`src/rtl/arcade_input_pkg.sv`:
```
// Shared constants for the arcade input mapper: PS/2 scancodes, joystick bit
// positions, the DIP download index and the scancode-to-key decoder.
package arcade_input_pkg;

  localparam logic [7:0] SC_P1_UP     = 8'h75;
  localparam logic [7:0] SC_P1_DOWN   = 8'h72;
  localparam logic [7:0] SC_P1_LEFT   = 8'h6B;
  localparam logic [7:0] SC_P1_RIGHT  = 8'h74;
  localparam logic [7:0] SC_P1_FIRE0  = 8'h14;
  localparam logic [7:0] SC_P1_FIRE1  = 8'h11;
  localparam logic [7:0] SC_P1_FIRE2  = 8'h29;
  localparam logic [7:0] SC_P2_UP     = 8'h2D;
  localparam logic [7:0] SC_P2_DOWN   = 8'h2B;
  localparam logic [7:0] SC_P2_LEFT   = 8'h23;
  localparam logic [7:0] SC_P2_RIGHT  = 8'h34;
  localparam logic [7:0] SC_P2_FIRE0  = 8'h1C;
  localparam logic [7:0] SC_P2_FIRE1  = 8'h1B;
  localparam logic [7:0] SC_P2_FIRE2  = 8'h15;
  localparam logic [7:0] SC_START1_A  = 8'h05;
  localparam logic [7:0] SC_START1_B  = 8'h16;
  localparam logic [7:0] SC_START2_A  = 8'h06;
  localparam logic [7:0] SC_START2_B  = 8'h1E;
  localparam logic [7:0] SC_COIN_A    = 8'h76;
  localparam logic [7:0] SC_COIN_B    = 8'h2E;
  localparam logic [7:0] SC_COIN_C    = 8'h36;

  localparam int JB_RIGHT = 0;
  localparam int JB_LEFT  = 1;
  localparam int JB_UP    = 2;
  localparam int JB_DOWN  = 3;
  localparam int JB_FIRE0 = 4;

  localparam logic [7:0] DIP_IOCTL_INDEX = 8'd254;

  // Per-player keys are laid out up, down, left, right, fire0..fire2
  localparam int KEYS_PER_PLAYER = 7;
  localparam int NKEYS           = 21;

  typedef enum logic [4:0] {
    K_P1_UP, K_P1_DOWN, K_P1_LEFT, K_P1_RIGHT, K_P1_FIRE0, K_P1_FIRE1, K_P1_FIRE2,
    K_P2_UP, K_P2_DOWN, K_P2_LEFT, K_P2_RIGHT, K_P2_FIRE0, K_P2_FIRE1, K_P2_FIRE2,
    K_START1_A, K_START1_B, K_START2_A, K_START2_B,
    K_COIN_A, K_COIN_B, K_COIN_C
  } key_id_e;

  function automatic logic [NKEYS-1:0] key_decode(input logic [7:0] sc);
    logic [NKEYS-1:0] hit;
    hit = '0;
    case (sc)
      SC_P1_UP:    hit[K_P1_UP]    = 1'b1;
      SC_P1_DOWN:  hit[K_P1_DOWN]  = 1'b1;
      SC_P1_LEFT:  hit[K_P1_LEFT]  = 1'b1;
      SC_P1_RIGHT: hit[K_P1_RIGHT] = 1'b1;
      SC_P1_FIRE0: hit[K_P1_FIRE0] = 1'b1;
      SC_P1_FIRE1: hit[K_P1_FIRE1] = 1'b1;
      SC_P1_FIRE2: hit[K_P1_FIRE2] = 1'b1;
      SC_P2_UP:    hit[K_P2_UP]    = 1'b1;
      SC_P2_DOWN:  hit[K_P2_DOWN]  = 1'b1;
      SC_P2_LEFT:  hit[K_P2_LEFT]  = 1'b1;
      SC_P2_RIGHT: hit[K_P2_RIGHT] = 1'b1;
      SC_P2_FIRE0: hit[K_P2_FIRE0] = 1'b1;
      SC_P2_FIRE1: hit[K_P2_FIRE1] = 1'b1;
      SC_P2_FIRE2: hit[K_P2_FIRE2] = 1'b1;
      SC_START1_A: hit[K_START1_A] = 1'b1;
      SC_START1_B: hit[K_START1_B] = 1'b1;
      SC_START2_A: hit[K_START2_A] = 1'b1;
      SC_START2_B: hit[K_START2_B] = 1'b1;
      SC_COIN_A:   hit[K_COIN_A]   = 1'b1;
      SC_COIN_B:   hit[K_COIN_B]   = 1'b1;
      SC_COIN_C:   hit[K_COIN_C]   = 1'b1;
      default:     hit = '0;
    endcase
    return hit;
  endfunction

endpackage

```
`src/rtl/coin_stretch.sv`:
```
// Coin pulse stretcher: a rising edge of the raw coin loads a down-counter,
// and the registered output stays high while raw coin or the counter is live.
module coin_stretch #(
  parameter logic [15:0] MIN = 16'd2400
) (
  input  logic clk_sys,
  input  logic reset,
  input  logic raw_i,
  output logic coin_o
);

  logic        raw_q;
  logic [15:0] cnt_q, cnt_d;
  logic        coin_q;

  always_comb begin
    cnt_d = cnt_q;
    if (raw_i && !raw_q) begin
      cnt_d = MIN;
    end else if (cnt_q != 16'd0) begin
      cnt_d = cnt_q - 16'd1;
    end
  end

  // Output looks at the next count so the pulse lasts exactly MIN clocks
  always_ff @(posedge clk_sys or posedge reset) begin
    if (reset) begin
      raw_q  <= 1'b0;
      cnt_q  <= 16'd0;
      coin_q <= 1'b0;
    end else begin
      raw_q  <= raw_i;
      cnt_q  <= cnt_d;
      coin_q <= raw_i | (cnt_d != 16'd0);
    end
  end

  assign coin_o = coin_q;

endmodule

```
`src/rtl/arcade_input_mapper.sv`:
```
// Arcade input front-end: keyboard, joysticks and DIP download merged into
// registered player buses. Define INPUT_AUTOFIRE_EN to build the autofire gate.
module arcade_input_mapper
  import arcade_input_pkg::*;
#(
  parameter int          PLAYERS   = 2,
  parameter int          NBTN      = 1,
  parameter int          DIP_BYTES = 8,
  parameter int          MERGE     = 1,
  parameter int          START_BIT = 5,
  parameter int          COIN_BIT  = 7,
  parameter logic [15:0] COIN_MIN  = 16'd2400,
  parameter logic [19:0] AF_HALF   = 20'd400000
) (
  input  logic                      clk_sys,
  input  logic                      reset,
  input  logic [10:0]               ps2_key,
  input  logic [PLAYERS*16-1:0]     joy_in,
  input  logic                      ioctl_wr,
  input  logic [7:0]                ioctl_index,
  input  logic [24:0]               ioctl_addr,
  input  logic [7:0]                ioctl_dout,
  input  logic [PLAYERS-1:0]        autofire,
  output logic [PLAYERS*4-1:0]      dir,
  output logic [PLAYERS*NBTN-1:0]   fire,
  output logic [1:0]                start,
  output logic                      coin,
  output logic [DIP_BYTES*8-1:0]    dip
);

  logic                    key_tog_q;
  logic [NKEYS-1:0]        key_q;
  logic [NKEYS-1:0]        key_hit;
  logic                    kb_event;

  logic [PLAYERS*4-1:0]    pl_dir;
  logic [PLAYERS*NBTN-1:0] pl_fire;
  logic [PLAYERS*4-1:0]    dir_q, dir_d;
  logic [PLAYERS*NBTN-1:0] fire_q, fire_d;
  logic [1:0]              start_q, start_d;
  logic [DIP_BYTES*8-1:0]  dip_q;
  logic [3:0]              dir_any;
  logic [NBTN-1:0]         fire_any;
  logic                    js_start1, js_start2, js_coin, coin_raw;

  assign kb_event = ps2_key[10] ^ key_tog_q;
  assign key_hit  = key_decode(ps2_key[7:0]);

  always_ff @(posedge clk_sys or posedge reset) begin
    if (reset) begin
      key_tog_q <= 1'b0;
      key_q     <= '0;
    end else begin
      key_tog_q <= ps2_key[10];
      if (kb_event) begin
        for (int i = 0; i < NKEYS; i++) begin
          if (key_hit[i]) key_q[i] <= ps2_key[9];
        end
      end
    end
  end

  for (genvar p = 0; p < PLAYERS; p++) begin : g_player
    logic [3:0]      kb_dir;
    logic [NBTN-1:0] kb_fire;

    if (p < 2) begin : g_kb
      localparam int B = p * KEYS_PER_PLAYER;
      assign kb_dir  = {key_q[B], key_q[B+1], key_q[B+2], key_q[B+3]};
      assign kb_fire = key_q[B+4 +: NBTN];
    end else begin : g_nokb
      assign kb_dir  = 4'd0;
      assign kb_fire = '0;
    end

    assign pl_dir[4*p +: 4] = {joy_in[16*p+JB_UP],   joy_in[16*p+JB_DOWN],
                               joy_in[16*p+JB_LEFT], joy_in[16*p+JB_RIGHT]} | kb_dir;
    assign pl_fire[NBTN*p +: NBTN] = joy_in[16*p+JB_FIRE0 +: NBTN] | kb_fire;
  end

`ifdef INPUT_AUTOFIRE_EN
  logic [19:0] af_cnt_q;
  logic        af_wave_q;

  always_ff @(posedge clk_sys or posedge reset) begin
    if (reset) begin
      af_cnt_q  <= 20'd0;
      af_wave_q <= 1'b0;
    end else if (af_cnt_q == AF_HALF - 20'd1) begin
      af_cnt_q  <= 20'd0;
      af_wave_q <= ~af_wave_q;
    end else begin
      af_cnt_q  <= af_cnt_q + 20'd1;
    end
  end
`endif

  always_comb begin
    dir_any   = 4'd0;
    fire_any  = '0;
    js_start1 = 1'b0;
    js_start2 = 1'b0;
    js_coin   = 1'b0;
    for (int p = 0; p < PLAYERS; p++) begin
      dir_any   = dir_any  | pl_dir[4*p +: 4];
      fire_any  = fire_any | pl_fire[NBTN*p +: NBTN];
      js_start1 = js_start1 | joy_in[16*p+START_BIT];
      js_start2 = js_start2 | joy_in[16*p+START_BIT+1];
      js_coin   = js_coin   | joy_in[16*p+COIN_BIT];
    end

    dir_d  = pl_dir;
    fire_d = pl_fire;
    if (MERGE != 0) begin
      for (int p = 0; p < PLAYERS; p++) begin
        dir_d[4*p +: 4]        = dir_any;
        fire_d[NBTN*p +: NBTN] = fire_any;
      end
    end
`ifdef INPUT_AUTOFIRE_EN
    for (int p = 0; p < PLAYERS; p++) begin
      if (autofire[p]) fire_d[NBTN*p] = fire_d[NBTN*p] & af_wave_q;
    end
`endif

    start_d  = {key_q[K_START2_A] | key_q[K_START2_B] | js_start2,
                key_q[K_START1_A] | key_q[K_START1_B] | js_start1};
    coin_raw = key_q[K_COIN_A] | key_q[K_COIN_B] | key_q[K_COIN_C] | js_coin;
  end

  always_ff @(posedge clk_sys or posedge reset) begin
    if (reset) begin
      dir_q   <= '0;
      fire_q  <= '0;
      start_q <= 2'd0;
    end else begin
      dir_q   <= dir_d;
      fire_q  <= fire_d;
      start_q <= start_d;
    end
  end

  // Addresses at or above DIP_BYTES match no byte and fall through
  always_ff @(posedge clk_sys or posedge reset) begin
    if (reset) begin
      dip_q <= '0;
    end else if (ioctl_wr && ioctl_index == DIP_IOCTL_INDEX) begin
      for (int k = 0; k < DIP_BYTES; k++) begin
        if (ioctl_addr == 25'(k)) dip_q[8*k +: 8] <= ioctl_dout;
      end
    end
  end

  coin_stretch #(.MIN(COIN_MIN)) u_coin (
    .clk_sys (clk_sys),
    .reset   (reset),
    .raw_i   (coin_raw),
    .coin_o  (coin)
  );

  assign dir   = dir_q;
  assign fire  = fire_q;
  assign start = start_q;
  assign dip   = dip_q;

  logic unused_ok;
  assign unused_ok = ^{ps2_key[8], joy_in, autofire, key_q, AF_HALF};

endmodule

```
`config.mk`:
```
export PLATFORM = sky130hd
export DESIGN_NAME = arcade_input_mapper
export DESIGN_NICKNAME = d
export VERILOG_FILES = /design/src/rtl/arcade_input_pkg.sv /design/src/rtl/coin_stretch.sv /design/src/rtl/arcade_input_mapper.sv
export SDC_FILE = /design/constraint.sdc
export NUM_CORES = 1
export LEC_CHECK = 0
export ABC_AREA = 1
export BUFFER_PORTS_ARGS = -buffer_cell sky130_fd_sc_hd__clkbuf_2
export CORE_ASPECT_RATIO = 1.75
export CORE_MARGIN = 2
export CORE_UTILIZATION = 30
export CTS_CLUSTER_SIZE = 16
export DETAILED_ROUTE_END_ITERATION = 8
export SLEW_MARGIN = 20
export SYNTH_ARGS = -nofsm -noshare
export SYNTH_HDL_FRONTEND = slang
export SYNTH_SLANG_ARGS = --single-unit
```
`constraint.sdc`:
```
create_clock -name clk_sys -period 3.55 [get_ports clk_sys]
set_input_delay 0 -clock clk_sys [delete_from_list [all_inputs] [get_ports clk_sys]]
set_output_delay 0 -clock clk_sys [all_outputs]
set_load 0.02 [all_outputs]
```
==> out/results.ini <==
[run_status]
outcome=finished, final reports clean

[timing]
fin_crit_sh_pct=56.4
min_period_ns=2.00
finalHoldViolCount=0
rsz0062_at_grt=no
tns_ns=0
fmax_mhz=499
fin_worst_skew_ns=0.00845
finalSetupViolCount=0
drv_slew=0
slew_headroom_pct=49.5
worstMarginPinSlew_ns=0.751

[drt]
drt-vias-per-instance=4.68
m1WireLength_microns=5120
drc=0
vias=4213
top_layer_used=met4
firstDrtPassIters=4
wl_met2_microns=7220
routed-wl-met3_microns=570
drt_iter0_drc=145
antenna_left=0
finalWirelength_microns=13300
wire_per_inst_microns=14.7

[global_routing]
grt_max_degree=79
grt_overflow=0
grt_pass1_vias=4034
grt_usage_pct=16.0
antenna_found_initial=0
grt_pass1_wl_microns=21000

[logic_synthesis]
synth_flop_cell=dfrtp_1
synth_edf_count=0
yosys_warnings=0
syn_nets=636
synth_seq_area_share_pct=56.1
netlist_area_sq_mm=0.00478
synth.most_common_cell=nand2_1
yosysTopAreaCellShare_pct=56.1
synthCells=545
synth_cell_types=30
synth_top_cell_by_area=dfrtp_1
avgSynthCellArea_sq_um=8.76
synthArstFlopShare_pct=100
synth-seq-cells=107
ys_top_cells_by_area=dfrtp_1, nand2_1, nor2_1
yosys-top-cells-count=nand2_1, dfrtp_1, nor2_1

[floorplanning]
die_w_microns=99.4
die_h_microns=171
design.die.area_sq_mm=0.0170
pin_count=166
core_area_sq_mm=0.0157
start_util_pct=30.4
rows=61

[clocking]
clock_sinks=107
cts_root_buffer=clkbuf_16
cts_buffers=9
insertion_delay_ns=0.35
cts_tree=done
htreeDepth=3
cts.path.max_buffers=2
path_clk_slew_ns=0.07

[worst_setup_path]
criticalPathCategory=flip-flop to flip-flop
crit_fanout=13
startpoint=u_coin.cnt_q[6]$_DFF_PP0_
r2r_cells=10
start_kind=flip-flop
crit_arrival_ns=2.22
end_kind=flip-flop
required_ns=3.77
r2r_start=u_coin.cnt_q[6]$_DFF_PP0_

[power_and_ir_drop]
leakagePower_nw=3.16
clock_power_share_pct=36.6
p_int_w=0.00191
total_power_w=0.00271
power_frac_seq_pct=48.5
ir_worst_vdd_mv=0.213
switching_power_w=0.000798
p_per_area_mw_per_mm2=442
pwr-share-comb_pct=14.8
netSwitchingFraction_pct=29.5

[run]
drv_cap=0

[cells_and_area]
antennaDiodeCount=0
fillers=1654
final_cells=900
drive_gt1_share_pct=25.9
final_util_pct=39.0
multiInputGateArea_sq_mm=0.00180
regArea_sq_mm=0.00268
fin_nets=797
synthToLayoutAreaGrowth_pct=28.3

[hold_path]
hold_path.class=input pin to flip-flop
min-delay-start=ps2_key[0]
hold_depth=3

[placed_design]
place_congestion=0.885
io_buffers=146
place_inst=865
dp_hpwl_microns=9660

==> cells in the final DEF (no fill, tap or decap) <==
cell type and count:
inv_6 3, nor3_1 10, or4_1 7, and3_1 1, buf_4 2, inv_8 1, nor2_1 78, dlygate4sd3_1 19
ha_1 2, and2_1 1, clkinv_8 1, nand3b_1 4, clkbuf_2 146, a41oi_1 1, o21ai_1 10, or2_2 3
nand3_1 35, dfrtp_1 107, a31oi_1 4, a21oi_1 35, xnor2_1 1, nor4_1 10, nor2_4 4, clkinv_4 2
nand4_1 5, nand2_1 119, nand4_2 2, xor2_1 2, inv_1 47, nand2_2 1, clkbuf_16 9, o21ai_2 8
nor4_4 1, o21ai_0 29, clkinvlp_4 1
==> metrics by stage <==
| stage | hold WS [ns] | area, sq um | setup slack (ns) |
|---|---|---|---|
| 2_1_floorplan | 0.0314 | 4780 | 0.733 |
| 6_report | 0.00445 | 6130 | 1.55 |
| 4_1_cts | 0.00668 | 6120 | 1.55 |
| 5_1_grt | 0.0125 | 6130 | 1.35 |
| 3_5_place_dp | 0.136 | 5640 | 1.58 |
| 3_3_place_gp | 0.139 | 5640 | 1.62 |
==> area by class of cell <==
cell class	instances	share of cell area (%)
well taps	189	3.86
inverters	48	3.02
multi-input cells	373	29.3
clock inverters	7	1.14
flip-flops and latches	107	43.7
clock buffers	9	3.68
repair buffers	167	15.3
==> power by group through the flow <==
stage,Combinational (W),Sequential [W],Clock (W)
2_1_floorplan,0.000261,0.00133,0
3_3_place_gp,0.000380,0.00134,0
3_5_place_dp,0.000389,0.00134,0
4_1_cts,0.000406,0.00132,0.00103
5_1_grt,0.000464,0.00132,0.00107
6_report,0.000401,0.00131,0.000993
==> registers in the layout, indices dropped and copies added, names as in the netlist <==
register	cells
dip	64
key_q	17
u_coin.cnt_q	16
dir	4
start	2
fire	1
key_tog_q	1
u_coin.coin_o	1
u_coin.raw_q	1
==> final timing paths <==
path	endpoint	slack [ns]
min in group asynchronous	dir[4]$_DFF_PP0_	0.30
setup / recovery	u_coin.coin_o$_DFF_PP0_	1.55
setup reg to reg	u_coin.coin_o$_DFF_PP0_	1.55
hold / removal	key_q[7]$_DFFE_PP0P_	0.004
hold reg to reg	dip[4]$_DFFE_PP0P_	0.49
max in group asynchronous	dip[13]$_DFFE_PP0P_	2.49
==> critical path, stage by stage (launching register included) <==
cell and delay (ns):
dfrtp_1 0.42, nor2_1 0.23, nand2_1 0.15, nor2_1 0.11, nand2_1 0.31, nand3_1 0.24
nand2_1 0.08, nor2_1 0.11, nand2_1 0.07, nor2_1 0.08, nand4_1 0.08
==> timing repair <==
action,in CTS,in global routing
hold endpoints to repair,86,0
hold buffers,19,0
gates resized for setup,0,0
setup buffers,0,0
==> cells by family after synthesis <==
logic type,count (synthesis),synth area share (%)
XOR/XNOR,3,0.550
adder cells (fa/ha/maj),2,0.524
buffers and inverters,65,6.34
AND/OR/NAND/NOR,281,26.6
flip-flops,107,56.1
AO/OA/AOI/OAI,87,9.93
==> metal layers <==
metal | track usage (%) | up-vias
met4 | 6.37 | 0
met2 | 29.1 | 108
met3 | 2.70 | 15
li1 | - | 2111
met5 | 0 | -
met1 | 18.5 | 1979
Note: power is estimated with default switching activity, not from simulation.
